`src/rtl/mem_port_arbiter.sv`:
```
`default_nettype none
// ============================================================================
// mem_port_arbiter : round-robin write/read arbitration onto one memory port
//                    pair, with a one-cycle read response and hazard bypass.
// Revision 1.0
// ============================================================================

module mem_port_arbiter_rr #(
  parameter int N  = 2,
  parameter int IW = 1
) (
  input  logic          clk,
  input  logic          rst,
  input  logic [N-1:0]  req_i,
  output logic [N-1:0]  gnt_o,
  output logic [IW-1:0] idx_o,
  output logic          any_o
);

  logic [IW-1:0] ptr_q, ptr_d;

  // Two passes: requesters at or above the pointer first, then the wrap.
  always_comb begin
    any_o = 1'b0;
    idx_o = '0;
    gnt_o = '0;
    if (rst) begin
      for (int j = 0; j < N; j++) begin
        if (!any_o && req_i[j] && (j >= int'(ptr_q))) begin
          any_o    = 1'b1;
          idx_o    = IW'(j);
          gnt_o[j] = 1'b1;
        end
      end
      for (int j = 0; j < N; j++) begin
        if (!any_o && req_i[j]) begin
          any_o    = 1'b1;
          idx_o    = IW'(j);
          gnt_o[j] = 1'b1;
        end
      end
    end
  end

  always_comb begin
    ptr_d = ptr_q;
    if (any_o) begin
      ptr_d = (int'(idx_o) == N - 1) ? '0 : idx_o + 1'b1;
    end
  end

  always_ff @(posedge clk or negedge rst) begin
    if (!rst) begin
      ptr_q <= '0;
    end else begin
      ptr_q <= ptr_d;
    end
  end

endmodule

module mem_port_arbiter #(
  parameter int DATAW = 128,
  parameter int DEPTH = 64,
  parameter int ADDRW = $clog2(DEPTH),
  parameter int NWR   = 2,
  parameter int NRD   = 4,
  parameter int IDW   = (NRD > 1) ? $clog2(NRD) : 1
) (
  input  logic                   clk,
  input  logic                   rst,
  input  logic [NWR-1:0]         wr_req,
  input  logic [NWR*ADDRW-1:0]   wr_addr,
  input  logic [NWR*DATAW-1:0]   wr_data,
  output logic [NWR-1:0]         wr_gnt,
  input  logic [NRD-1:0]         rd_req,
  input  logic [NRD*ADDRW-1:0]   rd_addr,
  output logic [NRD-1:0]         rd_gnt,
  output logic                   rsp_valid,
  output logic [IDW-1:0]         rsp_id,
  output logic [DATAW-1:0]       rsp_data,
  output logic [ADDRW-1:0]       mem_waddr,
  output logic                   mem_wen,
  output logic [DATAW-1:0]       mem_wdata,
  output logic [ADDRW-1:0]       mem_raddr,
  input  logic [DATAW-1:0]       mem_rdata
);

  localparam int WIW = (NWR > 1) ? $clog2(NWR) : 1;

  logic [WIW-1:0]   wr_idx;
  logic             wr_any;
  logic [IDW-1:0]   rd_idx;
  logic             rd_any;

  logic             rd_v_q, rd_v_d;
  logic [IDW-1:0]   rd_id_q, rd_id_d;
  logic             byp_q, byp_d;
  logic [DATAW-1:0] byp_data_q, byp_data_d;

  mem_port_arbiter_rr #(.N(NWR), .IW(WIW)) u_wr_arb (
    .clk   (clk),
    .rst   (rst),
    .req_i (wr_req),
    .gnt_o (wr_gnt),
    .idx_o (wr_idx),
    .any_o (wr_any)
  );

  mem_port_arbiter_rr #(.N(NRD), .IW(IDW)) u_rd_arb (
    .clk   (clk),
    .rst   (rst),
    .req_i (rd_req),
    .gnt_o (rd_gnt),
    .idx_o (rd_idx),
    .any_o (rd_any)
  );

  // Grant vectors are one-hot-or-zero, so an OR-select leaves 0 when idle.
  always_comb begin
    mem_waddr = '0;
    mem_wdata = '0;
    for (int i = 0; i < NWR; i++) begin
      if (wr_gnt[i]) begin
        mem_waddr = wr_addr[i*ADDRW +: ADDRW];
        mem_wdata = wr_data[i*DATAW +: DATAW];
      end
    end
  end

  always_comb begin
    mem_raddr = '0;
    for (int i = 0; i < NRD; i++) begin
      if (rd_gnt[i]) begin
        mem_raddr = rd_addr[i*ADDRW +: ADDRW];
      end
    end
  end

  assign mem_wen = wr_any;

  // The memory returns the old word on a same-edge write, so capture the new one.
  always_comb begin
    rd_v_d     = rd_any;
    rd_id_d    = rd_any ? rd_idx : '0;
    byp_d      = rd_any && wr_any && (mem_waddr == mem_raddr);
    byp_data_d = byp_d ? mem_wdata : '0;
  end

  always_ff @(posedge clk or negedge rst) begin
    if (!rst) begin
      rd_v_q     <= 1'b0;
      rd_id_q    <= '0;
      byp_q      <= 1'b0;
      byp_data_q <= '0;
    end else begin
      rd_v_q     <= rd_v_d;
      rd_id_q    <= rd_id_d;
      byp_q      <= byp_d;
      byp_data_q <= byp_data_d;
    end
  end

  assign rsp_valid = rd_v_q;
  assign rsp_id    = rd_v_q ? rd_id_q : '0;
  assign rsp_data  = !rd_v_q ? '0 : (byp_q ? byp_data_q : mem_rdata);

endmodule

`default_nettype wire

```
`config.mk`:
```
export PLATFORM = sky130hd
export DESIGN_NAME = mem_port_arbiter
export DESIGN_NICKNAME = d
export VERILOG_FILES = /design/src/rtl/mem_port_arbiter.sv
export SDC_FILE = /design/constraint.sdc
export NUM_CORES = 1
export LEC_CHECK = 0
export ABC_CLOCK_PERIOD_IN_PS = 6110
export CAP_MARGIN = 20
export CELL_PAD_IN_SITES_DETAIL_PLACEMENT = 1
export CELL_PAD_IN_SITES_GLOBAL_PLACEMENT = 1
export CORE_AREA = 2 2 278 280
export CTS_CLUSTER_SIZE = 14
export DETAILED_ROUTE_END_ITERATION = 8
export DIE_AREA = 0 0 280 282
export PLACE_DENSITY_LB_ADDON = 0.3
export SETUP_SLACK_MARGIN = 0.3
export SYNTH_ARGS = -nofsm -noshare
export SYNTH_HDL_FRONTEND = slang
export SYNTH_HIERARCHICAL = 1
export SYNTH_SLANG_ARGS = --single-unit
```
`constraint.sdc`:
```
create_clock -name clk -period 6.11 [get_ports clk]
set_input_delay 0.611 -clock clk [delete_from_list [all_inputs] [get_ports clk]]
set_output_delay 0.611 -clock clk [all_outputs]
set_load 0.02 [all_outputs]
```
After elaboration in Yosys (flattened, before gate mapping)
Index checks and enable logic that the tools add are counted.

$add $sub $neg: 2. $lt $le $gt $ge: 4. Eq/ne operators: 2. Multiplexer cells: 62. Reduce and logical (&&, ||, !) cells: 26.

Operators by type and width (number): 2-to-1 mux 128 bit (5); 2-to-1 mux 1 bit (39); 2-to-1 mux 6 bit (6); 2-to-1 mux 2 bit (11); logical AND 1 bit (16); logical NOT 1 bit (10); == test 6 bit (1); greater-or-equal comparator 1 x 2 -> 1 bit (first input constant) (2); 2-to-1 mux 4 bit (1); adder 2 x 1 -> 2 bit (second input constant) (1); == test 2 x 1 -> 1 bit (second input constant) (1); greater-or-equal comparator 2 bit (first input constant) (1); adder 1 bit (second input constant) (1); greater-or-equal comparator 1 bit (first input constant) (1).

Bits in registers: 135. Input bits: 428. Output and inout bits: 278. Logic and storage cells: 102.

Depth between registers and ports, before layout
Gate-level depths: netlist of run 1.

Depth in word-level cells: 41. Mapped depth: 11.

Hierarchy
Netlist of run 1, hierarchy kept.

By module, submodules not included: mem_port_arbiter (times used 1, cells each 968, area each 9977.1 um2, sequential area each 3303.2 um2); mem_port_arbiter_rr at u_rd_arb (times used 1, cells each 42, area each 319.1 um2, sequential area each 50.0 um2); mem_port_arbiter_rr at u_wr_arb (times used 1, cells each 10, area each 73.8 um2, sequential area each 25.0 um2).

Worst setup path before layout of run 1
Ideal clock, no wire load.

Path type: input to register. Start point: in rd_req[3]. End point: reg byp_data_q[100]. Setup time: 96 ps. Data arrival time: 2993 ps. Required time: 6014 ps. Slack: 3022 ps. Stages: 11. Path buffers: 3. Cells stage by stage: buf_2 nor2_1 o21bai_1 a21oi_1 or2_2 a221oi_2 o21a_1 or4_4 buf_2 buf_2 nor4_2.

Elaborated cells between the ends (all ways): 33. Classes of those cells: eq/ne: 1; mux: 21; reduce/logical: 11.

RTL lines: from (decl) (RTL line 76) `input logic [NRD-1:0] rd_req,`; logical AND 1 bit * (RTL line 29) `if (!any_o && req_i[j] && (j >= int'(ptr_q))) begin`; 2-to-1 mux 1 bit * (RTL line 29); 2-to-1 mux 1 bit * (RTL line 27) `if (rst) begin`; logical NOT 1 bit (RTL line 36) `if (!any_o && req_i[j]) begin`; logical AND 1 bit (RTL line 36); 2-to-1 mux 1 bit * (RTL line 36); 2-to-1 mux 1 bit * (RTL line 27); logical NOT 1 bit (RTL line 36); [... 5 more ...]; 2-to-1 mux 1 bit * (RTL line 36); 2-to-1 mux 4 bit * (RTL line 27); net rd_gnt[2] (RTL line 78) `output logic [NRD-1:0] rd_gnt,`; 2-to-1 mux 6 bit * (2 in series) (RTL line 134) `if (rd_gnt[i]) begin`; == test 6 bit * (RTL line 146) `byp_d = rd_any && wr_any && (mem_waddr == mem_raddr);`; logical AND 1 bit * (RTL line 146); 2-to-1 mux 128 bit * (RTL line 147) `byp_data_d = byp_d ? mem_wdata : '0;`; net byp_data_d[100] (RTL line 99) `logic [DATAW-1:0] byp_data_q, byp_data_d;`; to (signal assigned) (RTL line 160) `byp_data_q <= byp_data_d;`; to (decl) (RTL line 99).

Mark *: on every way through the listed nets, which the timed path passes. The rest lies on a longest branch. The select of a mux whose other input is x is not followed. A chain may end at the register's enable or synchronous reset.

Worst setup path in the final report of run 1
Start point: in wr_req[0]. End point: out mem_wdata[60].

Word-level cells in the longest chain between the ends: 16. Elaborated cells between the ends (all ways): 19. Classes of those cells: mux: 12; reduce/logical: 7.

Ends and longest elaborated chain: from (decl) (RTL line 72) `input logic [NWR-1:0] wr_req,`; logical AND 1 bit (RTL line 29); 2-to-1 mux 1 bit (RTL line 29); 2-to-1 mux 1 bit (RTL line 27); logical NOT 1 bit (RTL line 29); logical AND 1 bit (RTL line 29); 2-to-1 mux 1 bit (RTL line 29); 2-to-1 mux 1 bit (RTL line 27); logical NOT 1 bit (RTL line 36); logical AND 1 bit (RTL line 36); 2-to-1 mux 1 bit (RTL line 36); 2-to-1 mux 1 bit (RTL line 27); logical NOT 1 bit (RTL line 36); logical AND 1 bit (RTL line 36); 2-to-1 mux 1 bit (RTL line 36); 2-to-1 mux 2 bit * (RTL line 27); 2-to-1 mux 128 bit * (RTL line 124) `if (wr_gnt[i]) begin`; to (decl) (RTL line 84) `output logic [DATAW-1:0] mem_wdata,`.

Every way passes the cells marked *; elsewhere a longest branch is shown, timed or not. The select of a mux whose other input is x is not followed.

==> results of run 1 <==
## routing by layer
layer,GRT usage,vias up,share of wire
li1,-,5136,-
met1,0.175,5663,0.40
met2,0.267,427,0.52
met3,0.0365,60,0.056
met4,0.0470,4,0.022
met5,0,-,0.00049
## layout by cell type (no fill, tap or decap), types with 9 or more instances in the layout
master             n
a22o_1           134
clkbuf_16         17
nor4_1            19
dfrtp_1          133
nor2_1             9
o211ai_1         128
nor4_2           110
mux2i_1          129
buf_4             14
clkdlybuf4s50_1  704
nor2b_1          130
## power by group through the flow
| stage | registers (W) | logic, W | clock network (W) |
|---|---|---|---|
| 2_1_floorplan | 0.000930 | 0.000966 | 0 |
| 3_3_place_gp | 0.000948 | 0.00177 | 0 |
| 3_5_place_dp | 0.000949 | 0.00179 | 0 |
| 4_1_cts | 0.000932 | 0.00179 | 0.00115 |
| 5_1_grt | 0.000934 | 0.00187 | 0.00119 |
| 6_report | 0.000931 | 0.00176 | 0.00110 |
## worst reg2reg max path: cells and delay by family (launching register included)
kind	cells	cell delay, ns
buf+inv	1	0.58
flops	1	0.61
simple gates	3	0.81
compound gates	5	1.73
## path summary, 6_finish.rpt
check                             startpoint             end  cells past startpoint
max                                wr_req[0]   mem_wdata[60]                      7
min                                      rst  byp_data_q[36]                      1
max reg2reg                u_rd_arb/ptr_q[1]  byp_data_q[43]                      9
min reg2reg                   u_wr_arb/ptr_q  u_wr_arb/ptr_q                      2
max in group asynchronous                rst           byp_q                      3
min in group clk              u_wr_arb/ptr_q  u_wr_arb/ptr_q                      2
## through the flow
step / cells / utilization / hold slack [ns]
after floorplan: 1019 / - / 0.315
after global routing: 2612 / 0.249 / 0.0533
final: 2612 / 0.249 / 0.0442
after CTS: 2609 / 0.249 / 0.0428
after detailed placement: 2577 / 0.241 / 0.574
after global placement: 2576 / 0.241 / 0.581
## sequential cells by signal, summed over array words and instances (netlist names)
name            count
u_wr_arb/ptr_q      1
u_rd_arb/ptr_q      2
byp_data_q        128
byp_q               1
rd_id_q             2
rsp_valid           1
## final cells by class
type                    count  area, um2  share of cell area
multi-input cells         733       6330               0.335
clock buffers              20        457              0.0242
well taps                 978       1220              0.0648
inverters                   4       15.0            0.000795
repair buffers            727       7320               0.388
diodes                      3       7.51            0.000398
clock inverters            12        143             0.00755
flip-flops and latches    135       3390               0.179
==> key figures, run 1 <==
Clock network
  • CTS tree: built
  • Clock sink count: 135
  • Max clock buf depth: 2
  • # H-tree levels: 4
  • Clock Latency Late Sink: 0.48 ns
  • Resized Gates After CTS: 0
  • Root buf cell: clkbuf_16
  • CTS Buf Count: 17
  • Hold bufs inserted after CTS: 0
  • Post-CTS setup buffer count: 0
  • Clock slew seen by the registers of the worst setup and hold paths: 0.07 ns

Placement
  • Dpl ws: 1.34 ns
  • DP Wirelength: 45.9 mm
  • Area post-placement: 0.0183 mm2
  • Buffers on Ports: 705
  • RePlAce Congestion: 0.843

STA
  • Final worst slack: 1.62 ns
  • Worst Tran Pin Value: 1.13 ns
  • Setup TNS: 0 ns
  • RSZ-0062 raised after global routing: false
  • Crit path time final: 4.49 ns
  • Final Max Slew Viols: 0
  • Final worst path period share: 0.735
  • Setup Skew: 0.0143 ns
  • Final hold violation count: 0
  • Slew HR: 0.248
  • Achievable frequency: 0.223 GHz
  • # setup viols final: 0

Route
  • Avg WL per Cell: 23.5 um
  • DR DRC count: 0
  • Post-route ant nets: 0
  • Vias/cell: 4.32
  • DRT Wirelength: 61.4 mm
  • Routed vias: 11.3k
  • Iteration-0 DRC Markers: 558
  • DR pass1 iterations: 4

Pwr
  • Total power: 0.00379 W
  • Worst ir drop on vdd: 313 uV
  • Combinational power share: 0.465
  • Switching share of power: 0.413
  • Pwr Density: 201 mW/mm2
  • Cell-internal power: 0.00223 W
  • Clock power share: 0.290
  • Net Sw Power: 0.00157 W
  • Sequential fraction of design power: 0.246
  • Leakage: 6.30 nW

Setup path
  • FF-to-FF setup slack: 2.28 ns
  • Crit path max-delay cell type: nor2b_4
  • CP max stage delay: 0.69 ns
  • Cell family with the largest share of critical-path delay: buffers and inverters
  • Kind of critical path: input port to output port
  • CP Launch Type: input port
  • Worst-path cell chain: clkdlybuf4s50_1 -> nand2_1 -> a21oi_1 -> nor2b_4 -> buf_4 -> a22o_1 -> clkdlybuf4s50_1
  • CP arrival: 3.88 ns
  • CP Capture Type: output port
  • CP Max Fanout: 46
  • Most common cell on crit path: clkdlybuf4s50_1
  • Required time of the critical path: 5.50 ns
  • WP buf/inv: 3

Cells and area
  • Area Overhead vs Synth: 82.2%
  • # fillers: 8591
  • Fin nets: 2046
  • Finished Cell Area: 0.0189 mm2
  • Share of cells above drive strength 1: 0.110

Floorplan
  • Die width: 280 um
  • Die Y: 282 um
  • Initial Util: 0.137
  • # IOs: 706
  • Row cnt: 101
  • Die area: 0.0790 mm2
  • Core box area: 0.0757 mm2

Synth
  • Syn Inst Count: 1019
  • Syn Std Cell Area: 0.0104 mm2
  • Syn_nets: 1447
  • Avg Cell Area, Syn: 10.2 um2
  • Synth Warn #: 6

Run status
  • Outcome: finished, final reports clean

Global route
  • Largest net degree at the start of global routing: 130
  • Number of global-route vias before repair: 12.3k
  • First-pass GRT wire length: 87.1 mm
  • Initial antenna violation count: 5
  • All-Layer GR Usage: 0.149
  • Total gr overflow: 0

Worst hold path
  • HP Class: input port to async pin

Job
  • Max-Cap Viols: 0
(Power assumes the default switching activity.)
==> run 2: changes to the inputs <==
--- a/config.mk
+++ b/config.mk
@@ -5,14 +5,14 @@
 export SDC_FILE = /design/constraint.sdc
 export NUM_CORES = 1
 export LEC_CHECK = 0
-export ABC_CLOCK_PERIOD_IN_PS = 6110
+export ABC_CLOCK_PERIOD_IN_PS = 4400
 export CAP_MARGIN = 20
 export CELL_PAD_IN_SITES_DETAIL_PLACEMENT = 1
 export CELL_PAD_IN_SITES_GLOBAL_PLACEMENT = 1
-export CORE_AREA = 2 2 278 280
+export CORE_AREA = 2 2 272 274
 export CTS_CLUSTER_SIZE = 14
 export DETAILED_ROUTE_END_ITERATION = 8
-export DIE_AREA = 0 0 280 282
+export DIE_AREA = 0 0 274 276
 export PLACE_DENSITY_LB_ADDON = 0.3
 export SETUP_SLACK_MARGIN = 0.3
 export SYNTH_ARGS = -nofsm -noshare
==> constraint.sdc (replaced) <==
create_clock -name clk -period 4.4 [get_ports clk]
set_input_delay 0.44 -clock clk [delete_from_list [all_inputs] [get_ports clk]]
set_output_delay 0.44 -clock clk [all_outputs]
set_load 0.02 [all_outputs]
==> key figures, run 2 (synthesized netlist as in run 1, its figures left out) <==
Run status
  • Outcome: finished, final reports clean (unchanged)

Floorplan
  • Initial Util: 0.143 (was 0.137)
  • Core box area: 0.0726 mm2 (was 0.0757 mm2)
  • Row cnt: 99 (was 101)
  • Die area: 0.0756 mm2 (was 0.0790 mm2)
  • # IOs: 706 (unchanged)
  • Die Y: 276 um (was 282 um)
  • Die width: 274 um (was 280 um)

Pwr
  • Switching share of power: 0.395 (was 0.413)
  • Combinational power share: 0.462 (was 0.465)
  • Sequential fraction of design power: 0.241 (was 0.246)
  • Worst ir drop on vdd: 342 uV (was 313 uV)
  • Net Sw Power: 0.00212 W (was 0.00157 W)
  • Cell-internal power: 0.00324 W (was 0.00223 W)
  • Leakage: 6.43 nW (was 6.30 nW)
  • Pwr Density: 280 mW/mm2 (was 201 mW/mm2)
  • Clock power share: 0.297 (was 0.290)

Global route
  • Total gr overflow: 0 (unchanged)
  • Largest net degree at the start of global routing: 78 (was 130)
  • All-Layer GR Usage: 0.149 (about the same)
  • Initial antenna violation count: 5 (unchanged)
  • First-pass GRT wire length: 84.3 mm (was 87.1 mm)
  • Number of global-route vias before repair: 12.3k (about the same)

Route
  • Iteration-0 DRC Markers: 432 (was 558)
  • DRT Wirelength: 58.5 mm (was 61.4 mm)
  • Vias/cell: 4.33 (was 4.32)
  • DR pass1 iterations: 4 (unchanged)
  • Post-route ant nets: 0 (unchanged)
  • Routed vias: 11.3k (about the same)
  • Avg WL per Cell: 22.5 um (was 23.5 um)
  • DR DRC count: 0 (unchanged)

Clock network
  • CTS Buf Count: 17 (unchanged)
  • Clock sink count: 135 (unchanged)
  • Max clock buf depth: 2 (unchanged)
  • Clock Latency Late Sink: 0.47 ns (was 0.48 ns)
  • Root buf cell: clkbuf_16 (unchanged)
  • CTS tree: built (unchanged)
  • Clock slew seen by the registers of the worst setup and hold paths: 0.07 ns (about the same)
  • # H-tree levels: 4 (unchanged)

STA
  • Slew HR: 0.456 (was 0.248)
  • Setup TNS: 0 ns (unchanged)
  • Final Max Slew Viols: 0 (unchanged)
  • Achievable frequency: 0.261 GHz
  • RSZ-0062 raised after global routing: false (unchanged)
  • Setup Skew: 0.0191 ns (was 0.0143 ns)
  • Crit path time final: 3.83 ns
  • Worst Tran Pin Value: 0.817 ns (was 1.13 ns)
  • # setup viols final: 0 (unchanged)
  • Final worst slack: 0.574 ns (was 1.62 ns)
  • Final worst path period share: 0.870
  • Final hold violation count: 0 (unchanged)

Placement
  • DP Wirelength: 45.2 mm (was 45.9 mm)
  • RePlAce Congestion: 0.846 (was 0.843)
  • Buffers on Ports: 705 (unchanged)
  • Dpl cells: 2568 (was 2577)
  • Dpl ws: 0.523 ns (was 1.34 ns)

Cells and area
  • Largest register FFs: 128 (unchanged)
  • Top reg by flops: byp_data_q (unchanged)
  • Commonest cells after routing, fill and taps aside: clkdlybuf4s50_1 (704), a22o_1 (134), dfrtp_1 (133) (unchanged)
  • Fin cells: 2602 (was 2612)
  • Share of cells above drive strength 1: 0.116 (was 0.110)
  • Commonest non-fill, non-tap cell in the layout: clkdlybuf4s50_1 (unchanged)
  • Largest regs: byp_data_q: 128 flops, rd_id_q: 2 flops, u_rd_arb/ptr_q: 2 flops (unchanged)
  • Area Overhead vs Synth: 84.3% (was 82.2%)
  • Fin nets: 2057 (was 2046)

Setup path
  • CP arrival: 3.39 ns (was 3.88 ns)
  • CP Max Fanout: 57 (was 46)
  • CP Capture Type: output port (unchanged)
  • Required time of the critical path: 3.96 ns (was 5.50 ns)
  • CP Launch Type: input port (unchanged)
  • Kind of critical path: input port to output port (unchanged)
  • FF-to-FF setup slack: 1.11 ns (was 2.28 ns)

Job
  • Max-Cap Viols: 0 (unchanged)

Worst hold path
  • HP Class: input port to async pin (unchanged)
==> run 2: cell types whose count changed in the layout (fill, tap and decap cells not counted) <==
cell           delta
buf_12           +10
bufinv_16         +1
clkbuf_8          +3
clkinv_2          +1
clkinv_4          -1
clkinvlp_4        -3
diode_2           -2
dlygate4sd3_1     +1
inv_6             -1
==> run 2: path summary, 6_finish.rpt <==
check	start	endpoint	cells after the start
worst max-delay path	wr_req[0]	mem_wdata[85]	7
worst min-delay path	rst	byp_data_q[55]	2
worst max register to register	u_rd_arb/ptr_q[1]	byp_data_q[75]	8
worst min register to register	u_wr_arb/ptr_q	u_wr_arb/ptr_q	2
max in group asynchronous	rst	byp_data_q[15]	3
min in group clk	rst	u_wr_arb/ptr_q	3
==> run 2: power groups by stage <==
stage	combinational (W)	sequential (W)	clock (W)
detailed placement	0.00249	0.00131	0
global placement	0.00248	0.00131	0
global route	0.00262	0.00129	0.00169
CTS	0.00250	0.00129	0.00165
finish	0.00247	0.00129	0.00159
floorplan	0.00134	0.00129	0
==> run 2: area by class of cell <==
type	count	area [um2]
Timing Repair Buffer	738	7530
Antenna cell	1	2.50
Sequential cell	135	3390
Inverter	4	15.0
Tap cell	959	1200
Fill cell	8236	53500
Clock buffer	23	498
Clock inverter	9	138
Multi-Input combinational cell	733	6330
==> run 2: per-stage QoR <==
step / util / hold slack [ns] / total power, W / area, um2
2_1_floorplan: - / 0.144 / 0.00263 / 10400
3_3_place_gp: 0.254 / 0.330 / 0.00380 / 18500
3_5_place_dp: 0.254 / 0.332 / 0.00380 / 18500
4_1_cts: 0.263 / 0.121 / 0.00544 / 19100
5_1_grt: 0.263 / 0.129 / 0.00560 / 19100
6_report: 0.263 / 0.0892 / 0.00535 / 19100
==> run 2: worst max-delay path, stage by stage <==
cell and delay (ns):
clkdlybuf4s50_1 0.56, nand2_1 0.12, a21oi_1 0.27, nor2b_4 0.53, buf_12 0.31, a22o_1 0.39
clkdlybuf4s50_1 0.67
==> run 2: layer usage <==
metal | track usage | up-vias | wire, um
met5 | 0 | - | 10
met4 | 0.0346 | 2 | 707
met3 | 0.0294 | 32 | 2870
met2 | 0.272 | 377 | 30700
met1 | 0.178 | 5691 | 24100
li1 | - | 5172 | -
==> run 2: timing repair <==
action,CTS,global route
setup buffers,0,0
resized for setup,0,0
endpoints found under the hold margin,6,0
hold buffers,1,0
setup endpoints to repair,0,0
